<file path="src/rtl/mem_stage_pkg.sv">
// Shared definitions for the MIPS MEM stage: access-size encodings, FSM states,
// byte-enable constants and the natural-alignment test.
// No logic of its own; imported by mem_lane_steer and mem_stage_access.
package mem_stage_pkg;

    // Access size, as carried in the MemRead / MemWrite control fields.
    typedef enum logic [1:0] {
        MEM_NONE = 2'b00,
        MEM_WORD = 2'b01,
        MEM_HALF = 2'b10,
        MEM_BYTE = 2'b11
    } mem_size_e;

    // Memory-port handshake state.
    typedef enum logic {
        IDLE = 1'b0,
        BUSY = 1'b1
    } mem_state_e;

    // Little-endian byte enables.
    localparam logic [3:0] BE_NONE    = 4'b0000;
    localparam logic [3:0] BE_BYTE0   = 4'b0001;
    localparam logic [3:0] BE_LO_HALF = 4'b0011;
    localparam logic [3:0] BE_HI_HALF = 4'b1100;
    localparam logic [3:0] BE_ALL     = 4'b1111;

    // True when the low address bits are not naturally aligned for the size.
    function automatic logic is_misaligned(input logic [1:0] size, input logic [1:0] lo);
        return ((size == MEM_HALF) && lo[0]) || ((size == MEM_WORD) && (lo != 2'b00));
    endfunction

endpackage

</file>
<file path="src/rtl/mem_lane_steer.sv">
// Byte-lane steering: store replication, byte enables, load extract/extend.
// Latency: purely combinational, no state.
// Backpressure: none; the caller owns all handshaking.
//
// Ports:
//   addr_lo_i        low two address bits (lane select)
//   size_i           access size (mem_size_e encoding)
//   is_write_i       1 = store lanes / enables, 0 = read enables (all lanes)
//   load_unsigned_i  1 = zero-extend sub-word loads
//   st_data_i        raw store data          -> st_data_o  lane-replicated data
//                                            -> byte_en_o  byte enables
//   ld_raw_i         raw 32-bit read data    -> ld_data_o  extracted/extended load
module mem_lane_steer
    import mem_stage_pkg::*;
(
    input  logic [1:0]  addr_lo_i,
    input  logic [1:0]  size_i,
    input  logic        is_write_i,
    input  logic        load_unsigned_i,
    input  logic [31:0] st_data_i,
    input  logic [31:0] ld_raw_i,
    output logic [31:0] st_data_o,
    output logic [3:0]  byte_en_o,
    output logic [31:0] ld_data_o
);

    logic [7:0]  ld_byte;
    logic [15:0] ld_half;

    // Lane selection for sub-word loads; halves only look at bit 1 so a
    // misaligned half (when not trapped) lands on its containing half-word.
    always_comb begin
        ld_byte = ld_raw_i[7:0];
        case (addr_lo_i)
            2'd0:    ld_byte = ld_raw_i[7:0];
            2'd1:    ld_byte = ld_raw_i[15:8];
            2'd2:    ld_byte = ld_raw_i[23:16];
            default: ld_byte = ld_raw_i[31:24];
        endcase
        ld_half = addr_lo_i[1] ? ld_raw_i[31:16] : ld_raw_i[15:0];
    end

    always_comb begin
        st_data_o = st_data_i;
        byte_en_o = BE_ALL;
        ld_data_o = ld_raw_i;

        // Stores replicate the sub-word across all lanes so the memory only
        // has to honour the byte enables; reads always fetch the full word.
        if (is_write_i) begin
            case (size_i)
                MEM_BYTE: begin
                    st_data_o = {4{st_data_i[7:0]}};
                    byte_en_o = BE_BYTE0 << addr_lo_i;
                end
                MEM_HALF: begin
                    st_data_o = {2{st_data_i[15:0]}};
                    byte_en_o = addr_lo_i[1] ? BE_HI_HALF : BE_LO_HALF;
                end
                default: begin
                    st_data_o = st_data_i;
                    byte_en_o = BE_ALL;
                end
            endcase
        end

        case (size_i)
            MEM_BYTE: ld_data_o = load_unsigned_i ? {24'd0, ld_byte}
                                                  : {{24{ld_byte[7]}}, ld_byte};
            MEM_HALF: ld_data_o = load_unsigned_i ? {16'd0, ld_half}
                                                  : {{16{ld_half[15]}}, ld_half};
            default:  ld_data_o = ld_raw_i;
        endcase
    end

endmodule

</file>
<file path="src/rtl/mem_stage_access.sv">
// MIPS MEM stage: drives the handshaked data-memory port and the MEM/WB register.
// Latency: 1 cycle to MEM/WB with no op or a zero-wait ack; otherwise until MemAck.
// Backpressure: Stall holds the front pipeline while a request waits for MemAck;
//               each stalled edge writes a bubble (RegWrite=0, RegDest=0) into MEM/WB.
//
// Optional build macro MISALIGN_TRAP_EN: misaligned half/word accesses are not
// issued; they complete at once with writeback disabled and a one-cycle
// MisalignErr pulse. Without it the unusable low address bits are ignored
// and MisalignErr is tied low.
//
// Ports:
//   Clk, Rst_n                      clock, asynchronous active-low reset
//   in*                             EX/MEM register outputs (frozen while Stall=1)
//   MemReq/MemWe/MemAddr/MemWData/MemByteEn   request to data memory
//   MemRData/MemAck                 response; read data valid with MemAck
//   Stall                           hold PC, IF/ID, ID/EX and EX/MEM
//   out*                            MEM/WB register outputs
//   MisalignErr                     registered misalignment pulse
module mem_stage_access
    import mem_stage_pkg::*;
#(
    parameter int ADDR_W = 32,
    parameter int DATA_W = 32
) (
    input  logic              Clk,
    input  logic              Rst_n,
    input  logic [DATA_W-1:0] inALUResult,
    input  logic [DATA_W-1:0] inData2,
    input  logic [4:0]        inRegDest,
    input  logic [31:0]       inPCCounter,
    input  logic              inHazardRegWrite,
    input  logic [1:0]        inHazardMemRead,
    input  logic [1:0]        inHazardMemWrite,
    input  logic [2:0]        inHazardMemToRegMux,
    input  logic              inLoadUnsigned,
    output logic              MemReq,
    output logic              MemWe,
    output logic [ADDR_W-1:0] MemAddr,
    output logic [DATA_W-1:0] MemWData,
    output logic [3:0]        MemByteEn,
    input  logic [DATA_W-1:0] MemRData,
    input  logic              MemAck,
    output logic              Stall,
    output logic [DATA_W-1:0] outReadData,
    output logic [DATA_W-1:0] outALUResult,
    output logic [4:0]        outRegDest,
    output logic [31:0]       outPCCounter,
    output logic              outHazardRegWrite,
    output logic [2:0]        outHazardMemToRegMux,
    output logic              MisalignErr
);

    // ------------------------------------------------------------------
    // Operation decode. A write wins over a simultaneous read.
    // ------------------------------------------------------------------
    logic       wr_op;
    logic       rd_op;
    logic       op;
    logic [1:0] size;
    logic       misalign;
    logic       access;

    assign wr_op = (inHazardMemWrite != MEM_NONE);
    assign rd_op = (inHazardMemRead != MEM_NONE) && !wr_op;
    assign op    = wr_op || rd_op;
    assign size  = wr_op ? inHazardMemWrite : inHazardMemRead;

`ifdef MISALIGN_TRAP_EN
    assign misalign = op && is_misaligned(size, inALUResult[1:0]);
`else
    assign misalign = 1'b0;
`endif

    // An access that actually goes out on the memory port.
    assign access = op && !misalign;

    // ------------------------------------------------------------------
    // Lane steering
    // ------------------------------------------------------------------
    logic [31:0] st_data;
    logic [3:0]  byte_en;
    logic [31:0] ld_data;

    mem_lane_steer u_lane_steer (
        .addr_lo_i       (inALUResult[1:0]),
        .size_i          (size),
        .is_write_i      (wr_op),
        .load_unsigned_i (inLoadUnsigned),
        .st_data_i       (inData2),
        .ld_raw_i        (MemRData),
        .st_data_o       (st_data),
        .byte_en_o       (byte_en),
        .ld_data_o       (ld_data)
    );

    assign MemWe     = wr_op;
    assign MemAddr   = {inALUResult[ADDR_W-1:2], 2'b00};
    assign MemWData  = st_data;
    assign MemByteEn = op ? byte_en : BE_NONE;

    // ------------------------------------------------------------------
    // Handshake FSM
    // ------------------------------------------------------------------
    mem_state_e state_q;
    mem_state_e state_d;
    logic       mem_req;
    logic       stall;
    logic       capture;   // MEM/WB loads the EX/MEM values this edge
    logic       bubble;    // MEM/WB writes a bubble this edge

    always_ff @(posedge Clk or negedge Rst_n) begin
        if (!Rst_n) begin
            state_q <= IDLE;
        end else begin
            state_q <= state_d;
        end
    end

    always_comb begin
        state_d = state_q;
        mem_req = 1'b0;
        stall   = 1'b0;
        capture = 1'b0;
        bubble  = 1'b0;
        case (state_q)
            IDLE: begin
                if (!access) begin
                    capture = 1'b1;
                end else begin
                    mem_req = 1'b1;
                    if (MemAck) begin
                        capture = 1'b1;
                    end else begin
                        stall   = 1'b1;
                        bubble  = 1'b1;
                        state_d = BUSY;
                    end
                end
            end
            BUSY: begin
                mem_req = 1'b1;
                if (MemAck) begin
                    capture = 1'b1;
                    state_d = IDLE;
                end else begin
                    stall  = 1'b1;
                    bubble = 1'b1;
                end
            end
            default: state_d = IDLE;
        endcase
    end

    // Request and stall must collapse while reset is held, even though the
    // EX/MEM inputs may still present an operation.
    assign MemReq = mem_req && Rst_n;
    assign Stall  = stall && Rst_n;

    // ------------------------------------------------------------------
    // MEM/WB register
    // ------------------------------------------------------------------
    logic [DATA_W-1:0] read_data_q;
    logic [DATA_W-1:0] read_data_d;
    logic [DATA_W-1:0] alu_result_q;
    logic [4:0]        reg_dest_q;
    logic [31:0]       pc_counter_q;
    logic              reg_write_q;
    logic [2:0]        mem_to_reg_q;

    // Read data is only meaningful on the ack edge of a real load.
    assign read_data_d = (rd_op && access && MemAck) ? ld_data : '0;

    always_ff @(posedge Clk or negedge Rst_n) begin
        if (!Rst_n) begin
            read_data_q  <= '0;
            alu_result_q <= '0;
            reg_dest_q   <= '0;
            pc_counter_q <= '0;
            reg_write_q  <= 1'b0;
            mem_to_reg_q <= '0;
        end else if (capture) begin
            read_data_q  <= read_data_d;
            alu_result_q <= inALUResult;
            reg_dest_q   <= inRegDest;
            pc_counter_q <= inPCCounter;
            reg_write_q  <= inHazardRegWrite && !misalign;
            mem_to_reg_q <= inHazardMemToRegMux;
        end else if (bubble) begin
            reg_dest_q  <= '0;
            reg_write_q <= 1'b0;
        end
    end

    assign outReadData          = read_data_q;
    assign outALUResult         = alu_result_q;
    assign outRegDest           = reg_dest_q;
    assign outPCCounter         = pc_counter_q;
    assign outHazardRegWrite    = reg_write_q;
    assign outHazardMemToRegMux = mem_to_reg_q;

`ifdef MISALIGN_TRAP_EN
    logic misalign_q;

    // Misaligned accesses always retire in IDLE on the capture edge.
    always_ff @(posedge Clk or negedge Rst_n) begin
        if (!Rst_n) begin
            misalign_q <= 1'b0;
        end else begin
            misalign_q <= capture && misalign;
        end
    end

    assign MisalignErr = misalign_q;
`else
    assign MisalignErr = 1'b0;
`endif

endmodule

</file>
<file path="config.mk">
export PLATFORM = sky130hd
export DESIGN_NAME = mem_stage_access
export DESIGN_NICKNAME = d
export VERILOG_FILES = /design/src/rtl/mem_stage_pkg.sv /design/src/rtl/mem_lane_steer.sv /design/src/rtl/mem_stage_access.sv
export SDC_FILE = /design/constraint.sdc
export NUM_CORES = 1
export LEC_CHECK = 0
export CAP_MARGIN = 20
export CORE_MARGIN = 3
export CORE_UTILIZATION = 30
export CTS_BUF_LIST = sky130_fd_sc_hd__clkbuf_8 sky130_fd_sc_hd__clkbuf_16
export DETAILED_ROUTE_END_ITERATION = 10
export GPL_ROUTABILITY_DRIVEN = 0
export PLACE_DENSITY = 0.77
export SETUP_SLACK_MARGIN = 0.2
export SLEW_MARGIN = 20
export SYNTH_ARGS = -nofsm -noshare
export SYNTH_HDL_FRONTEND = slang
export SYNTH_HIERARCHICAL = 1
export SYNTH_SLANG_ARGS = --single-unit
</file>
<file path="constraint.sdc">
create_clock -name Clk -period 1.75 [get_ports Clk]
set_input_delay 0.175 -clock Clk [delete_from_list [all_inputs] [get_ports Clk]]
set_output_delay 0.175 -clock Clk [all_outputs]
set_load 0.01 [all_outputs]
</file>
# Yosys cells after proc, flatten, opt, wreduce, memory -nomap -nowiden
# Cells that the tools add are included.
[classes]
n_eq_ne = 4
shifts = 1
n_mux = 25
bitwise_logic = 1
reduce_logical = 11
[ops]
columns = ["cell", "count"]
rows = [
  ["32-bit two-way mux", 4],
  ["32-bit case mux with 2 select lines", 2],
  ["8-bit case mux with 3 select lines", 1],
  ["16-bit two-way mux", 1],
  ["4-bit two-way mux", 3],
  ["5-bit two-way mux", 2],
  ["4-bit case mux with 2 select lines", 1],
  ["1-bit two-way mux", 7],
  ["2-bit equality test (second input constant)", 3],
  ["1-bit case mux with 2 select lines", 3],
  ["2-bit nonzero test", 3],
  ["1-bit logical AND", 5],
  ["1-bit by 2-bit << shifter with 4-bit output (first input constant)", 1],
  ["2-bit by 1-bit equality test with 1-bit output (second input constant)", 1],
  ["2-bit zero test", 1],
  ["2-bit two-way mux", 1],
  ["1-bit zero test", 1],
  ["1-bit logical OR", 1],
  ["1-bit NOT", 1],
]
[totals]
ff_bits = 106
input_bits = 145
output_inout_bits = 177
word_cells = 49

# Longest topological paths before layout
[depth]
depth_word = 8
depth_mapped = 8
depth_no_buf = 6

# By module
# The synthesis kept the hierarchy.
[modules_own_cells]
columns = ["mod", "n_inst", "cells_per_inst", "area_each_um2", "seq_area_each_um2"]
rows = [
  ["mem_stage_access", 1, 276, 4500.6, 2652.5],
  ["mem_lane_steer", 1, 187, 1352.5, 0.0],
]

# Least setup slack after synthesis
# Ideal clock, no wire load.
[synth_path]
kind = "input to register"
start = "input inHazardMemWrite[0]"
end = "register alu_result_q[27] (netlist: outALUResult[27])"
setup_time_ns = 0.125
arrival_time_ns = 1.504
required_ns = 1.625
path_slack_ns = 0.121
stages = 5
path_cell_list = "or4_4 > o21bai_4 > buf_12 > buf_8 > mux2_2"
[synth_between]
elab_chain_cells = 6
[synth_lines]
columns = ["element", "line", "text"]
rows = [
  ["from (decl)", "mem_stage_access.sv:33", "input logic [1:0] inHazardMemWrite,"],
  ["2-bit nonzero test *", "mem_stage_access.sv:63", "assign wr_op = (inHazardMemWrite != MEM_NONE);"],
  ["1-bit zero test", "mem_stage_access.sv:64", "assign rd_op = (inHazardMemRead != MEM_NONE) && !wr_op;"],
  ["1-bit logical AND", "mem_stage_access.sv:64", ""],
  ["1-bit logical OR *", "mem_stage_access.sv:65", "assign op = wr_op || rd_op;"],
  ["1-bit two-way mux *", "mem_stage_access.sv:127", "if (!access) begin"],
  ["1-bit case mux with 2 select lines *", "mem_stage_access.sv:125", "case (state_q)"],
  ["to (signal assigned)", "mem_stage_access.sv:183", "alu_result_q <= inALUResult;"],
  ["to (decl)", "mem_stage_access.sv:164", "logic [DATA_W-1:0] alu_result_q;"],
]
# Mark *: on every way between the ends. The rest lies on a longest branch, timed or not.
# A chain may end at the register's enable or synchronous reset.

# Final worst setup path
# Ends and elaborated chain as after synthesis.

==> results.md <==
* Crit path required time at 1990 ps
* Slew HR at 62.1%
* Post-synthesis sequential area ratio at 45.3%
* Psw at 0.00211 W
* Final min period at 1680 ps
* Slowest Stage Delay on Critical Path at 550 ps
* DRT iter0 DRCs at 224
* Worst slack at placement at -531 ps
* Post-Route Utilization at 54.8%
* Overflow after GRT at 0
* Count leader, synth: dfrtp_1
* Clock Root Buffer: clkbuf_16
* Clock Skew at 8.90 ps
* Synth async-reset ratio at 100%
* Hold Crit Class: input port to flip-flop
* Reg clk slew, reported paths at 80 ps
* Syn Inst Count at 463
* Depth of the worst hold-timing path at 4
* H-tree depth at 3
* Avg Inst Size Synth at 12.6 µm²
* Row cnt at 50
* Port-buffer cells at 318
* F_max at 595 MHz
* Final hold vios at 0
* First-pass GRT wire length at 30.6 mm
* Ys flop type: dfrtp_1
* Clk sink count at 106
* Final ANT Viol Nets at 0
* Average wire per standard cell at 19.1 µm
* Setup TNS at 0 ps
* Vias in the first global route at 5284
* FF+latch count, synth at 106
* CTS tree: done
* Hpwl dp at 15.0 mm
* Worst setup SP type: input port
* Synth top area share at 45.3%
* Reg-to-reg slack, setup at 260 ps
* Crit. End Element: flip-flop
* Worst endpoint data arrival time at 1920 ps
* Worst Path Max Fanout at 6
* WHS Endpoint: outALUResult[0]
* Setup CP Type: input port to flip-flop
* RR Startpoint: state_q
* RR Endpoint: outALUResult[27]
* Initial Util at 30.9%
* Boundary Pins at 322
* Clk_lat worst skew at 360 ps
* Reg2Reg Depth at 6
* Most used cell, CP: buf_12
* Layout cells sized above 1 at 30.7%
* Status: finished, final reports clean
* Gr usage total at 18.2%
* Post-synth EDFFs at 0
* Via density at 4.77
* Lkg Pwr at 4.72 nW
* Hold_sp: inALUResult[0]
* Clock Power Share at 28.6%
* Layout overhead on the synthesized area at 77.3%
* CP max stage cell: or4_4
* Seq pwr share at 37.8%
* Post-synth cell types at 42
* Initial antenna violation count at 1
* Final Cycle Share at 96.0%
* Post-Route WL at 20.7 mm
* Max_cap viols at 0
* Drt drc at 0
* Total power per unit cell area at 707 mW/mm²
* Router iterations before antenna repair at 5
* List of most frequent post-synthesis cells: 106 x dfrtp_1, 62 x mux2_4, 44 x buf_4, 32 x a22o_1, 30 x nor2_1
* Slew @ Worst Pin at 568 ps
* Top cell type by total area after synthesis: dfrtp_1
* Peak VDD IR at 0.363 mV
* RSZ-0062 raised after global routing: true
* Combinational Power Share at 33.6%
* Internal power at 0.00523 W
* Core Region at 0.0190 mm²
* Synth area leaders: dfrtp_1 45%, mux2_4 16%, buf_4 5.6%, a22o_1 4.8%, mux2_2 4.4%
* Fillers at 1597
* Die area at 0.0212 mm²
* Switching part of the total at 28.8%
* Fin worst setup slack at 70.3 ps
* Final slew viol count at 0
* Power, Total at 0.00734 W
* Final setup violation count at 0
* DR vias at 5166
* Yosys warnings at 6
* Clk buf depth at 2
* Diode count at 0
* Critical path, cell by cell: buf_4 > or4_4 > buf_6 > o21bai_4 > buf_4 > buf_12 > buf_12 > buf_12 > mux2_4
* Largest net degree at the start of global routing at 107
* Synthesized area at 0.00585 mm²
* Nets at 963
* Number of CTS-inserted buffers at 9
* Die Height at 146 µm
* Horiz. Die Dim at 146 µm
==> cells in the final DEF (no fill, tap or decap), types with 9 or more instances in the layout <==
cell / count
a22o_1: 32
and2_1: 11
buf_12: 19
buf_2: 20
buf_4: 45
buf_6: 29
clkbuf_16: 16
clkdlybuf4s50_1: 276
dfrtp_1: 106
mux2_2: 9
mux2_4: 76
mux2i_1: 15
nand2_1: 11
nor2_1: 30
nor2b_1: 11
o21ai_0: 11
o22ai_1: 17
==> power groups by stage <==
stage          clock, W  sequential, W  combinational, W
3_5_place_dp          0        0.00282           0.00227
3_3_place_gp          0        0.00281           0.00226
6_report        0.00210        0.00277           0.00247
4_1_cts         0.00219        0.00278           0.00235
5_1_grt         0.00229        0.00280           0.00261
2_1_floorplan         0        0.00292          0.000887
==> worst max-delay path by stage <==
stage,start,end,slack [ps],cells past startpoint
2_1_floorplan,inHazardMemWrite[0],outALUResult[27],120,5
4_1_cts,inHazardMemRead[1],outPCCounter[24],80,9
6_report,inHazardMemWrite[0],outALUResult[27],70,9
3_3_place_gp,inHazardMemWrite[1],MemByteEn[0],-530,8
5_1_grt,inHazardMemWrite[0],outALUResult[21],30,9
3_5_place_dp,inHazardMemWrite[1],MemByteEn[0],-530,8
==> repair_timing <==
action | CTS | global route
setup buffers | 12 | 5
gates resized for setup | 154 | 59
pin swaps | 6 | 23
endpoints found under the setup margin | 139 | 124
endpoints found under the hold margin | 98 | 0
cloned | 4 | 8
hold buffers | 1 | 0
==> cells by family after synthesis <==
logic type,synth area share (%)
AO/OA/AOI/OAI,12.9
buffers and inverters,10.9
flip-flops,45.3
multiplexers,23.8
other,0.0641
AND/OR/NAND/NOR,6.99
==> metrics by stage <==
step / hold WS (ps) / instance area (µm²) / instances
2_1_floorplan: -121 / 5860 / 465
3_3_place_gp: 373 / 9450 / 1037
3_5_place_dp: 376 / 9450 / 1037
4_1_cts: 362 / 10000 / 1070
5_1_grt: 328 / 10400 / 1083
6_report: 313 / 10400 / 1083
==> flip-flops by register name, summed over array words and instances, names as in the netlist <==
register	flops
outALUResult	32
outPCCounter	32
outReadData	32
outRegDest	5
outHazardMemToRegMux	3
outHazardRegWrite	1
state_q	1
==> per-layer routing <==
metal  part of all wire (%)  track usage [%]  wire (µm)
met5                  0.053                0         11
met4                    1.8             4.46        380
met3                    8.3             5.73       1710
met2                     50             31.8      10300
met1                     40             21.7       8290
==> critical path: cells and delay by family <==
family	cells	cell delay, ps
simple gates	1	550
mux	1	290
buf+inv	6	760
compound gates	1	140
==> final cells by class <==
| type | count | area [µm²] | area share, % |
|---|---|---|---|
| tap | 260 | 325 | 3.13 |
| clock inverter | 7 | 91.3 | 0.880 |
| timing repair buffer | 416 | 4360 | 42.0 |
| sequential | 106 | 2650 | 25.6 |
| clock buffer | 9 | 225 | 2.17 |
| multi-input combinational | 280 | 2700 | 26.0 |
| inverter | 5 | 31.3 | 0.301 |
(Power assumes the default switching activity.)
